`config.mk`:
```
export PLATFORM = sky130hd
export DESIGN_NAME = xsnd_sequencer
export DESIGN_NICKNAME = d
export VERILOG_FILES = /design/src/rtl/xsnd_sequencer_pkg.sv /design/src/rtl/xsnd_sequencer_fifo.sv /design/src/rtl/xsnd_sequencer.sv
export SDC_FILE = /design/constraint.sdc
export NUM_CORES = 2
export LEC_CHECK = 0
export CORE_MARGIN = 2
export CORE_UTILIZATION = 40
export CTS_CLUSTER_SIZE = 10
export DETAILED_ROUTE_END_ITERATION = 10
export HOLD_SLACK_MARGIN = 0.12
export SLEW_MARGIN = 20
export SYNTH_ARGS = -nofsm -noshare
export SYNTH_HDL_FRONTEND = slang
export SYNTH_HIERARCHICAL = 1
export SYNTH_SLANG_ARGS = --single-unit
```
`constraint.sdc`:
```
create_clock -name clk -period 7.24 [get_ports clk]
set_clock_uncertainty 0.15 [all_clocks]
set_input_delay 1.448 -clock clk [delete_from_list [all_inputs] [get_ports clk]]
set_output_delay 1.448 -clock clk [all_outputs]
set_load 0.01 [all_outputs]
```
`src/rtl/xsnd_sequencer_pkg.sv`:
```
// Shared definitions for the xsnd note sequencer: register map, CTRL/STATUS
// bit positions, channel FSM states and the channel-address width helper.
package xsnd_sequencer_pkg;

  // Register offsets within a channel (addr[1:0])
  localparam logic [1:0] REG_PERIOD = 2'd0;
  localparam logic [1:0] REG_NOTE   = 2'd1;
  localparam logic [1:0] REG_CTRL   = 2'd2;
  localparam logic [1:0] REG_STATUS = 2'd3;

  // CTRL bit positions
  localparam int unsigned CTRL_EN_BIT     = 0;
  localparam int unsigned CTRL_FLUSH_BIT  = 1;
  localparam int unsigned CTRL_LOOP_BIT   = 2;
  localparam int unsigned CTRL_OVFCLR_BIT = 3;

  // STATUS bit positions; count occupies [ST_COUNT_LSB +: clog2(DEPTH)+1]
  localparam int unsigned ST_PLAYING_BIT = 0;
  localparam int unsigned ST_EMPTY_BIT   = 1;
  localparam int unsigned ST_FULL_BIT    = 2;
  localparam int unsigned ST_OVF_BIT     = 3;
  localparam int unsigned ST_COUNT_LSB   = 4;

  // Per-channel player state
  typedef enum logic [1:0] {
    CH_IDLE = 2'd0,
    CH_LOAD = 2'd1,
    CH_PLAY = 2'd2
  } ch_state_e;

  // Channel field width in the address: at least one bit even for 1-2 channels
  function automatic int unsigned ch_addr_w(input int unsigned nch);
    return (nch <= 2) ? 1 : $clog2(nch);
  endfunction

endpackage

```
`src/rtl/xsnd_sequencer_fifo.sv`:
```
// Single-clock note FIFO with registered count/full/empty and show-ahead read.
// With SND_SEQ_LOOP_EN defined, a second write port re-queues the popped head
// at the tail in the same cycle as the pop.
module xsnd_sequencer_fifo #(
  parameter int unsigned WIDTH = 28,
  parameter int unsigned DEPTH = 8
) (
  input  logic                     clk,
  input  logic                     rst,
  input  logic                     clr,
  input  logic                     push,
  input  logic [WIDTH-1:0]         wdata,
`ifdef SND_SEQ_LOOP_EN
  input  logic                     repush,
  input  logic [WIDTH-1:0]         rewdata,
`endif
  input  logic                     pop,
  output logic [WIDTH-1:0]         rdata_c,
  output logic [$clog2(DEPTH):0]   count,
  output logic                     full,
  output logic                     empty
);

  localparam int unsigned AW = $clog2(DEPTH);
  localparam int unsigned CW = AW + 1;

  logic [WIDTH-1:0] mem_q [DEPTH];
  logic [AW-1:0]    wr_ptr_q, wr_ptr_d, rd_ptr_q, rd_ptr_d, cpu_slot;
  logic [CW-1:0]    count_q, count_d;
  logic             full_q, empty_q;
  logic             push_ok, pop_ok, re_ok;

  // Accept/advance decisions; clear has priority over any push or pop
  always_comb begin
    push_ok  = push & ~full_q;
    pop_ok   = pop & ~empty_q;
`ifdef SND_SEQ_LOOP_EN
    re_ok    = repush & pop_ok;
`else
    re_ok    = 1'b0;
`endif
    cpu_slot = wr_ptr_q + AW'(re_ok);
    wr_ptr_d = wr_ptr_q + AW'(push_ok) + AW'(re_ok);
    rd_ptr_d = rd_ptr_q + AW'(pop_ok);
    count_d  = count_q + CW'(push_ok) + CW'(re_ok) - CW'(pop_ok);
    if (clr) begin
      wr_ptr_d = '0;
      rd_ptr_d = '0;
      count_d  = '0;
    end
  end

  // Pointer and occupancy registers
  always_ff @(posedge clk) begin
    if (rst) begin
      wr_ptr_q <= '0;
      rd_ptr_q <= '0;
      count_q  <= '0;
      full_q   <= 1'b0;
      empty_q  <= 1'b1;
    end else begin
      wr_ptr_q <= wr_ptr_d;
      rd_ptr_q <= rd_ptr_d;
      count_q  <= count_d;
      full_q   <= (count_d == CW'(DEPTH));
      empty_q  <= (count_d == '0);
    end
  end

  // Storage; the re-queued head lands before a same-cycle CPU entry
  always_ff @(posedge clk) begin
`ifdef SND_SEQ_LOOP_EN
    if (re_ok && !clr) mem_q[wr_ptr_q] <= rewdata;
`endif
    if (push_ok && !clr) mem_q[cpu_slot] <= wdata;
  end

  assign rdata_c = mem_q[rd_ptr_q];
  assign count   = count_q;
  assign full    = full_q;
  assign empty   = empty_q;

endmodule

```
`src/rtl/xsnd_sequencer.sv`:
```
// NCH-channel memory-mapped note sequencer / square-wave tone generator.
// Each channel owns a note FIFO and a small player FSM; channel waves are
// OR-mixed onto snd. Optional queue replay is enabled by SND_SEQ_LOOP_EN.
module xsnd_sequencer
  import xsnd_sequencer_pkg::*;
#(
  parameter int unsigned DATA_W   = 32,
  parameter int unsigned NCH      = 4,
  parameter int unsigned DEPTH    = 8,
  parameter int unsigned PER_W    = 16,
  parameter int unsigned DUR_W    = 12,
  parameter int unsigned TICK_DIV = 50000,
  localparam int unsigned CH_AW   = ch_addr_w(NCH)
) (
  input  logic              clk,
  input  logic              rst,
  input  logic              sel,
  input  logic              we,
  input  logic [CH_AW+1:0]  addr,
  input  logic [DATA_W-1:0] data_in,
  output logic [DATA_W-1:0] data_out,
  output logic              snd,
  output logic [NCH-1:0]    snd_ch,
  output logic [NCH-1:0]    led_out
);

  localparam int unsigned CNT_W  = $clog2(DEPTH) + 1;
  localparam int unsigned NOTE_W = PER_W + DUR_W;
  localparam int unsigned TICK_W = (TICK_DIV > 1) ? $clog2(TICK_DIV) : 1;

  logic [1:0]       reg_sel;
  logic [CH_AW-1:0] ch_sel;
  logic             wr_en;
  logic [DATA_W-1:0] ch_rdata [NCH];
  logic             snd_q;
  logic             unused_data;

  assign reg_sel     = addr[1:0];
  assign ch_sel      = addr[CH_AW+1:2];
  assign wr_en       = sel & we;
  assign unused_data = ^data_in;

  for (genvar c = 0; c < NCH; c++) begin : g_ch
    logic              hit, wr_per, wr_note, wr_ctrl, flush;
    logic [PER_W-1:0]  per_stage_q, per_stage_d;
    logic              en_q, en_d, ovf_q, ovf_d;
    logic              loop_rd;
    logic              fifo_full, fifo_empty, pop;
    logic [CNT_W-1:0]  fifo_count;
    logic [NOTE_W-1:0] head;
    ch_state_e         state_q, state_d;
    logic [PER_W-1:0]  per_q, per_d, half_q, half_d;
    logic [DUR_W-1:0]  dur_q, dur_d, tick_q, tick_d;
    logic [TICK_W-1:0] pre_q, pre_d;
    logic              sq_q, sq_d, led_q, led_d, tick_end, last_clk;
    logic [DATA_W-1:0] rdata;

    assign hit     = wr_en & (ch_sel == CH_AW'(c));
    assign wr_per  = hit & (reg_sel == REG_PERIOD);
    assign wr_note = hit & (reg_sel == REG_NOTE);
    assign wr_ctrl = hit & (reg_sel == REG_CTRL);
    assign flush   = wr_ctrl & data_in[CTRL_FLUSH_BIT];
    // A CTRL write takes effect on the FSM in the same cycle it is accepted
    assign en_d    = wr_ctrl ? data_in[CTRL_EN_BIT] : en_q;

`ifdef SND_SEQ_LOOP_EN
    logic loop_q, loop_d;
    assign loop_d  = wr_ctrl ? data_in[CTRL_LOOP_BIT] : loop_q;
    assign loop_rd = loop_q;

    // Loop-mode flag register
    always_ff @(posedge clk) begin
      if (rst) loop_q <= 1'b0;
      else     loop_q <= loop_d;
    end
`else
    assign loop_rd = 1'b0;
`endif

    // Staged period and sticky overflow next-state
    always_comb begin
      per_stage_d = per_stage_q;
      ovf_d       = ovf_q;
      if (wr_per) per_stage_d = data_in[PER_W-1:0];
      if (wr_ctrl && data_in[CTRL_OVFCLR_BIT]) ovf_d = 1'b0;
      if (wr_note && fifo_full) ovf_d = 1'b1;
    end

    // Channel configuration registers
    always_ff @(posedge clk) begin
      if (rst) begin
        per_stage_q <= '0;
        en_q        <= 1'b0;
        ovf_q       <= 1'b0;
      end else begin
        per_stage_q <= per_stage_d;
        en_q        <= en_d;
        ovf_q       <= ovf_d;
      end
    end

    xsnd_sequencer_fifo #(
      .WIDTH (NOTE_W),
      .DEPTH (DEPTH)
    ) u_fifo (
      .clk     (clk),
      .rst     (rst),
      .clr     (flush),
      .push    (wr_note),
      .wdata   ({per_stage_q, data_in[DUR_W-1:0]}),
`ifdef SND_SEQ_LOOP_EN
      .repush  (pop & loop_d),
      .rewdata (head),
`endif
      .pop     (pop),
      .rdata_c (head),
      .count   (fifo_count),
      .full    (fifo_full),
      .empty   (fifo_empty)
    );

    // Player next-state: pop/latch, rest handling, tick and half-period counting
    always_comb begin
      state_d  = state_q;
      per_d    = per_q;
      dur_d    = dur_q;
      pre_d    = pre_q;
      tick_d   = tick_q;
      half_d   = half_q;
      sq_d     = sq_q;
      pop      = 1'b0;
      tick_end = (pre_q == TICK_W'(TICK_DIV - 1));
      last_clk = tick_end && (tick_q == dur_q - DUR_W'(1));
      unique case (state_q)
        CH_IDLE: begin
          sq_d = 1'b0;
          if (en_d && !fifo_empty) begin
            pop     = 1'b1;
            per_d   = head[NOTE_W-1:DUR_W];
            dur_d   = head[DUR_W-1:0];
            state_d = CH_LOAD;
          end
        end
        CH_LOAD: begin
          sq_d = 1'b0;
          if (!en_d || dur_q == '0) begin
            state_d = CH_IDLE;
          end else begin
            state_d = CH_PLAY;
            pre_d   = '0;
            tick_d  = '0;
            half_d  = '0;
            sq_d    = (per_q != '0);
          end
        end
        CH_PLAY: begin
          if (!en_d) begin
            state_d = CH_IDLE;
            sq_d    = 1'b0;
          end else if (last_clk) begin
            sq_d = 1'b0;
            if (!fifo_empty) begin
              pop     = 1'b1;
              per_d   = head[NOTE_W-1:DUR_W];
              dur_d   = head[DUR_W-1:0];
              state_d = CH_LOAD;
            end else begin
              state_d = CH_IDLE;
            end
          end else begin
            if (tick_end) begin
              pre_d  = '0;
              tick_d = tick_q + DUR_W'(1);
            end else begin
              pre_d  = pre_q + TICK_W'(1);
            end
            if (per_q != '0) begin
              if (half_q == per_q - PER_W'(1)) begin
                half_d = '0;
                sq_d   = ~sq_q;
              end else begin
                half_d = half_q + PER_W'(1);
              end
            end
          end
        end
        default: begin
          state_d = CH_IDLE;
          sq_d    = 1'b0;
        end
      endcase
      if (flush) begin
        state_d = CH_IDLE;
        pop     = 1'b0;
        per_d   = per_q;
        dur_d   = dur_q;
        sq_d    = 1'b0;
      end
      led_d = (state_d == CH_PLAY);
    end

    // Player state and counter registers
    always_ff @(posedge clk) begin
      if (rst) begin
        state_q <= CH_IDLE;
        per_q   <= '0;
        dur_q   <= '0;
        pre_q   <= '0;
        tick_q  <= '0;
        half_q  <= '0;
        sq_q    <= 1'b0;
        led_q   <= 1'b0;
      end else begin
        state_q <= state_d;
        per_q   <= per_d;
        dur_q   <= dur_d;
        pre_q   <= pre_d;
        tick_q  <= tick_d;
        half_q  <= half_d;
        sq_q    <= sq_d;
        led_q   <= led_d;
      end
    end

    // Per-channel readable registers
    always_comb begin
      rdata = '0;
      case (reg_sel)
        REG_CTRL: begin
          rdata[CTRL_EN_BIT]   = en_q;
          rdata[CTRL_LOOP_BIT] = loop_rd;
        end
        REG_STATUS: begin
          rdata[ST_PLAYING_BIT]            = led_q;
          rdata[ST_EMPTY_BIT]              = fifo_empty;
          rdata[ST_FULL_BIT]               = fifo_full;
          rdata[ST_OVF_BIT]                = ovf_q;
          rdata[ST_COUNT_LSB +: CNT_W]     = fifo_count;
        end
        default: ;
      endcase
    end

    assign ch_rdata[c] = rdata;
    assign snd_ch[c]   = sq_q;
    assign led_out[c]  = led_q;
  end

  // Read mux; channels without an instance read as zero
  always_comb begin
    data_out = '0;
    if (sel && !we) begin
      for (int i = 0; i < NCH; i++) begin
        if (ch_sel == CH_AW'(i)) data_out = ch_rdata[i];
      end
    end
  end

  // Speaker mix, one clock behind the channel waves
  always_ff @(posedge clk) begin
    if (rst) snd_q <= 1'b0;
    else     snd_q <= |snd_ch;
  end

  assign snd = snd_q;

endmodule

```
==> out/qor.json <==
{
  "regToRegEndpoint": {"value": "g_ch[0].u_fifo/full"},
  "post_synthesis_instance_area": {"value": 0.0581, "unit": "mm^2"},
  "cap_violations": {"value": 0},
  "post_cts_resize_count": {"value": 0},
  "worst_slew_margin_rel": {"value": 0.183},
  "synth.yosys.warnings": {"value": 6},
  "tritoncts": {"value": "yes"},
  "final.setup.tns": {"value": 0, "unit": "ns"},
  "diodes": {"value": 0},
  "dpl.hpwl": {"value": 80.9, "unit": "mm"},
  "report.final.setup_viol": {"value": 0},
  "path_max_fanout": {"value": 9},
  "fillers": {"value": 12700},
  "crit_required": {"value": 5.64, "unit": "ns"},
  "largest_net_degree_at_the_start_of_global_routing": {"value": 71},
  "holdPathEnd": {"value": "g_ch[1].pre_q[1]"},
  "critical_path.reg2reg.startpoint": {"value": "g_ch[0].dur_q[0]"},
  "hold_class": {"value": "reg -> reg"},
  "rr_worst_depth": {"value": 15},
  "cell_count_after_synthesis": {"value": 4190},
  "layout_common_cells": {"value": "edfxtp_1, dfxtp_1, nor2_1, nand2_1, mux4_2"},
  "port-buffer-count": {"value": 40},
  "synth_area_leader_cell": {"value": "edfxtp_1"},
  "wl_per_cell": {"value": 21.4, "unit": "um"},
  "ctsLongestPathBuffers": {"value": 3},
  "most_area_consuming_cells_after_synthesis": {"value": "edfxtp_1, dfxtp_1, mux4_2"},
  "ant_nets": {"value": 0},
  "first_pass_iters": {"value": 6},
  "power-per-cell-area": {"value": 237, "unit": "mW/mm^2"},
  "ys_dominant_reg_cell": {"value": "edfxtp_1"},
  "finalHoldViolations": {"value": 0},
  "worst_hold_startpoint": {"value": "g_ch[1].pre_q[1]"},
  "finalPower": {"value": 15.5, "unit": "mW"},
  "number_of_slew_limit_violations_in_the_final_report": {"value": 0},
  "die_h": {"value": 385, "unit": "um"},
  "fin_crit_sh": {"value": 0.827},
  "grt_pass1_vias": {"value": 34100},
  "final_layout_size_suffix_gt1_frac": {"value": 0.167},
  "fp.dieArea": {"value": 0.148, "unit": "mm^2"},
  "synthesis_stage_register_bit_count": {"value": 1321},
  "achievable-frequency": {"value": 167, "unit": "MHz"},
  "grt_remaining_overflow": {"value": 0},
  "routabilityCongestion": {"value": 0.807},
  "async_reset_ff_frac": {"value": 0},
  "number_of_drc_markers_after_the_initial_detailed_route_iteration": {"value": 2676},
  "clockRootBuffer": {"value": "clkbuf_16"},
  "chipWidth": {"value": 385, "unit": "um"},
  "worstSetupStartpointType": {"value": "input pin"},
  "post_cts.repair.setup_buffers": {"value": 0},
  "areaGrowthSynthToFinish": {"value": 12.2, "unit": "%"},
  "cts_hold_buffers": {"value": 0},
  "cp.arrival": {"value": 4.39, "unit": "ns"},
  "synth.distinct_cells": {"value": 101},
  "netlist.area_leader.share": {"value": 0.463},
  "io_pins": {"value": 81},
  "multi_input_comb_area": {"value": 0.0214, "unit": "mm^2"},
  "clkLatencyLatePin": {"value": 0.77, "unit": "ns"},
  "drt_drc_violations_left": {"value": 0},
  "initial_core_util": {"value": 0.404},
  "register_area_share_after_synthesis": {"value": 0.609},
  "grt_antenna_before_repair": {"value": 12},
  "final_common_cell": {"value": "edfxtp_1"},
  "fp-row-count": {"value": 139},
  "synth_area_per_cell": {"value": 13.9, "unit": "um^2"},
  "dr_total_vias": {"value": 34600},
  "r2r_setup_slack": {"value": 1.60, "unit": "ns"},
  "critical_path_class": {"value": "in -> out"},
  "groute.usage.overall": {"value": 0.181},
  "via_per_inst": {"value": 5.52},
  "cts-htree-levels": {"value": 4},
  "clk_pin_slew_worst_paths": {"value": 0.05, "unit": "ns"},
  "holdPathStages": {"value": 2},
  "transition_at_the_pin_with_the_smallest_max_transition_slack": {"value": 1.21, "unit": "ns"},
  "cts.sinks": {"value": 1321},
  "grt_pass1_wl": {"value": 207, "unit": "mm"},
  "layout_min_cycle_time": {"value": 5.99, "unit": "ns"},
  "endpoint_kind": {"value": "output pin"},
  "design.core.area": {"value": 0.144, "unit": "mm^2"},
  "synth-edff-count": {"value": 896},
  "leakage": {"value": 22.2, "unit": "nW"},
  "routed_wl": {"value": 134, "unit": "mm"},
  "ff_latch_area": {"value": 0.0354, "unit": "mm^2"},
  "rsz0062_at_grt": {"value": "no"},
  "tritoncts_buffer_count": {"value": 155},
  "status": {"value": "finished, final reports clean"},
  "num-nets-final": {"value": 4352},
  "ir_drop": {"value": 232, "unit": "uV"}
}
-- cell families after synthesis --
kind of cell,after synthesis,share of synthesized area
simple gates,1261,0.112
xor+xnor,240,0.0364
mux,479,0.140
flops,1321,0.609
other cells,1,0.0000645
fa+ha+maj,68,0.0152
buf+inv,318,0.0290
compound gates,502,0.0585
-- critical path, cell delays in order --
cell             delay, ns
clkdlybuf4s50_1       0.65
mux4_2                0.45
mux2i_1               0.10
nor4bb_1              1.02
clkdlybuf4s50_1       0.72
-- cell type report --
cell class / instances / area share
clock inverter: 24 / 0.00537
tap: 1903 / 0.0365
clock buffer: 261 / 0.0667
sequential: 1321 / 0.544
inverter: 80 / 0.00461
multi-input combinational: 2574 / 0.328
timing repair buffer: 112 / 0.0154
-- metrics by stage --
step / hold slack [ns] / setup WS [ns] / std cells / utilization / area (um^2)
5_1_grt: 0.360 / 1.17 / 6275 / 0.453 / 65200
6_report: 0.321 / 1.25 / 6275 / 0.453 / 65200
4_1_cts: 0.320 / 1.41 / 6272 / 0.452 / 65100
3_3_place_gp: 0.303 / 1.44 / 5983 / 0.419 / 60400
2_1_floorplan: 0.294 / 1.87 / 4213 / - / 58200
3_5_place_dp: 0.314 / 1.43 / 5987 / 0.420 / 60400
-- Yosys cell counts (50+ instances only) --
library cell	instances
nand4_1	57
xnor2_1	159
dfxtp_1	425
inv_1	80
edfxtp_1	896
mux2i_1	131
nor3_1	81
or3_1	50
xor2_1	80
ha_1	64
mux2_4	72
a21oi_1	171
clkbuf_1	105
nand2_1	276
o21ai_0	60
nor2_1	346
mux4_2	233
nand3_1	89
-- metal layers --
| layer | global-route usage | up-vias | wire (um) |
|---|---|---|---|
| li1 | - | 16000 | - |
| met5 | 0 | - | 77 |
| met2 | 0.290 | 884 | 62200 |
| met3 | 0.0340 | 180 | 8480 |
| met4 | 0.0458 | 12 | 2370 |
| met1 | 0.255 | 17500 | 61200 |
-- how the worst max path moves through the flow --
| stage | startpoint | endpoint | depth (start not counted) |
|---|---|---|---|
| 3_5_place_dp | addr[2] | data_out[0] | 5 |
| 5_1_grt | g_ch[0].dur_q[0] | g_ch[0].u_fifo/full | 15 |
| 3_3_place_gp | addr[2] | data_out[0] | 5 |
| 6_report | addr[2] | data_out[0] | 5 |
| 4_1_cts | addr[2] | data_out[0] | 5 |
| 2_1_floorplan | addr[2] | g_ch[0].u_fifo/mem_q[1][0] | 6 |
-- report_power, final --
group	switching [mW]	internal [mW]	total, mW
logic	0.150	0.0344	0.184
clock network	3.01	4.24	7.25
registers	0.00796	8.01	8.02
total	3.17	12.3	15.5
-- sequential cells by signal, indices dropped and copies added (netlist names) --
| signal | cells |
|---|---|
| g_ch.u_fifo/mem_q | 896 |
| g_ch.half_q | 64 |
| g_ch.per_q | 64 |
| g_ch.per_stage_q | 64 |
| g_ch.pre_q | 64 |
| g_ch.dur_q | 48 |
| g_ch.tick_q | 48 |
| g_ch.u_fifo/count | 16 |
| g_ch.u_fifo/rd_ptr_q | 12 |
| g_ch.u_fifo/wr_ptr_q | 12 |
| g_ch.state_q | 8 |
| g_ch.en_q | 4 |
| g_ch.led_q | 4 |
| g_ch.ovf_q | 4 |
| g_ch.sq_q | 4 |
| g_ch.u_fifo/empty | 4 |
| g_ch.u_fifo/full | 4 |
| snd | 1 |
Note: power is estimated with default switching activity, not from simulation.
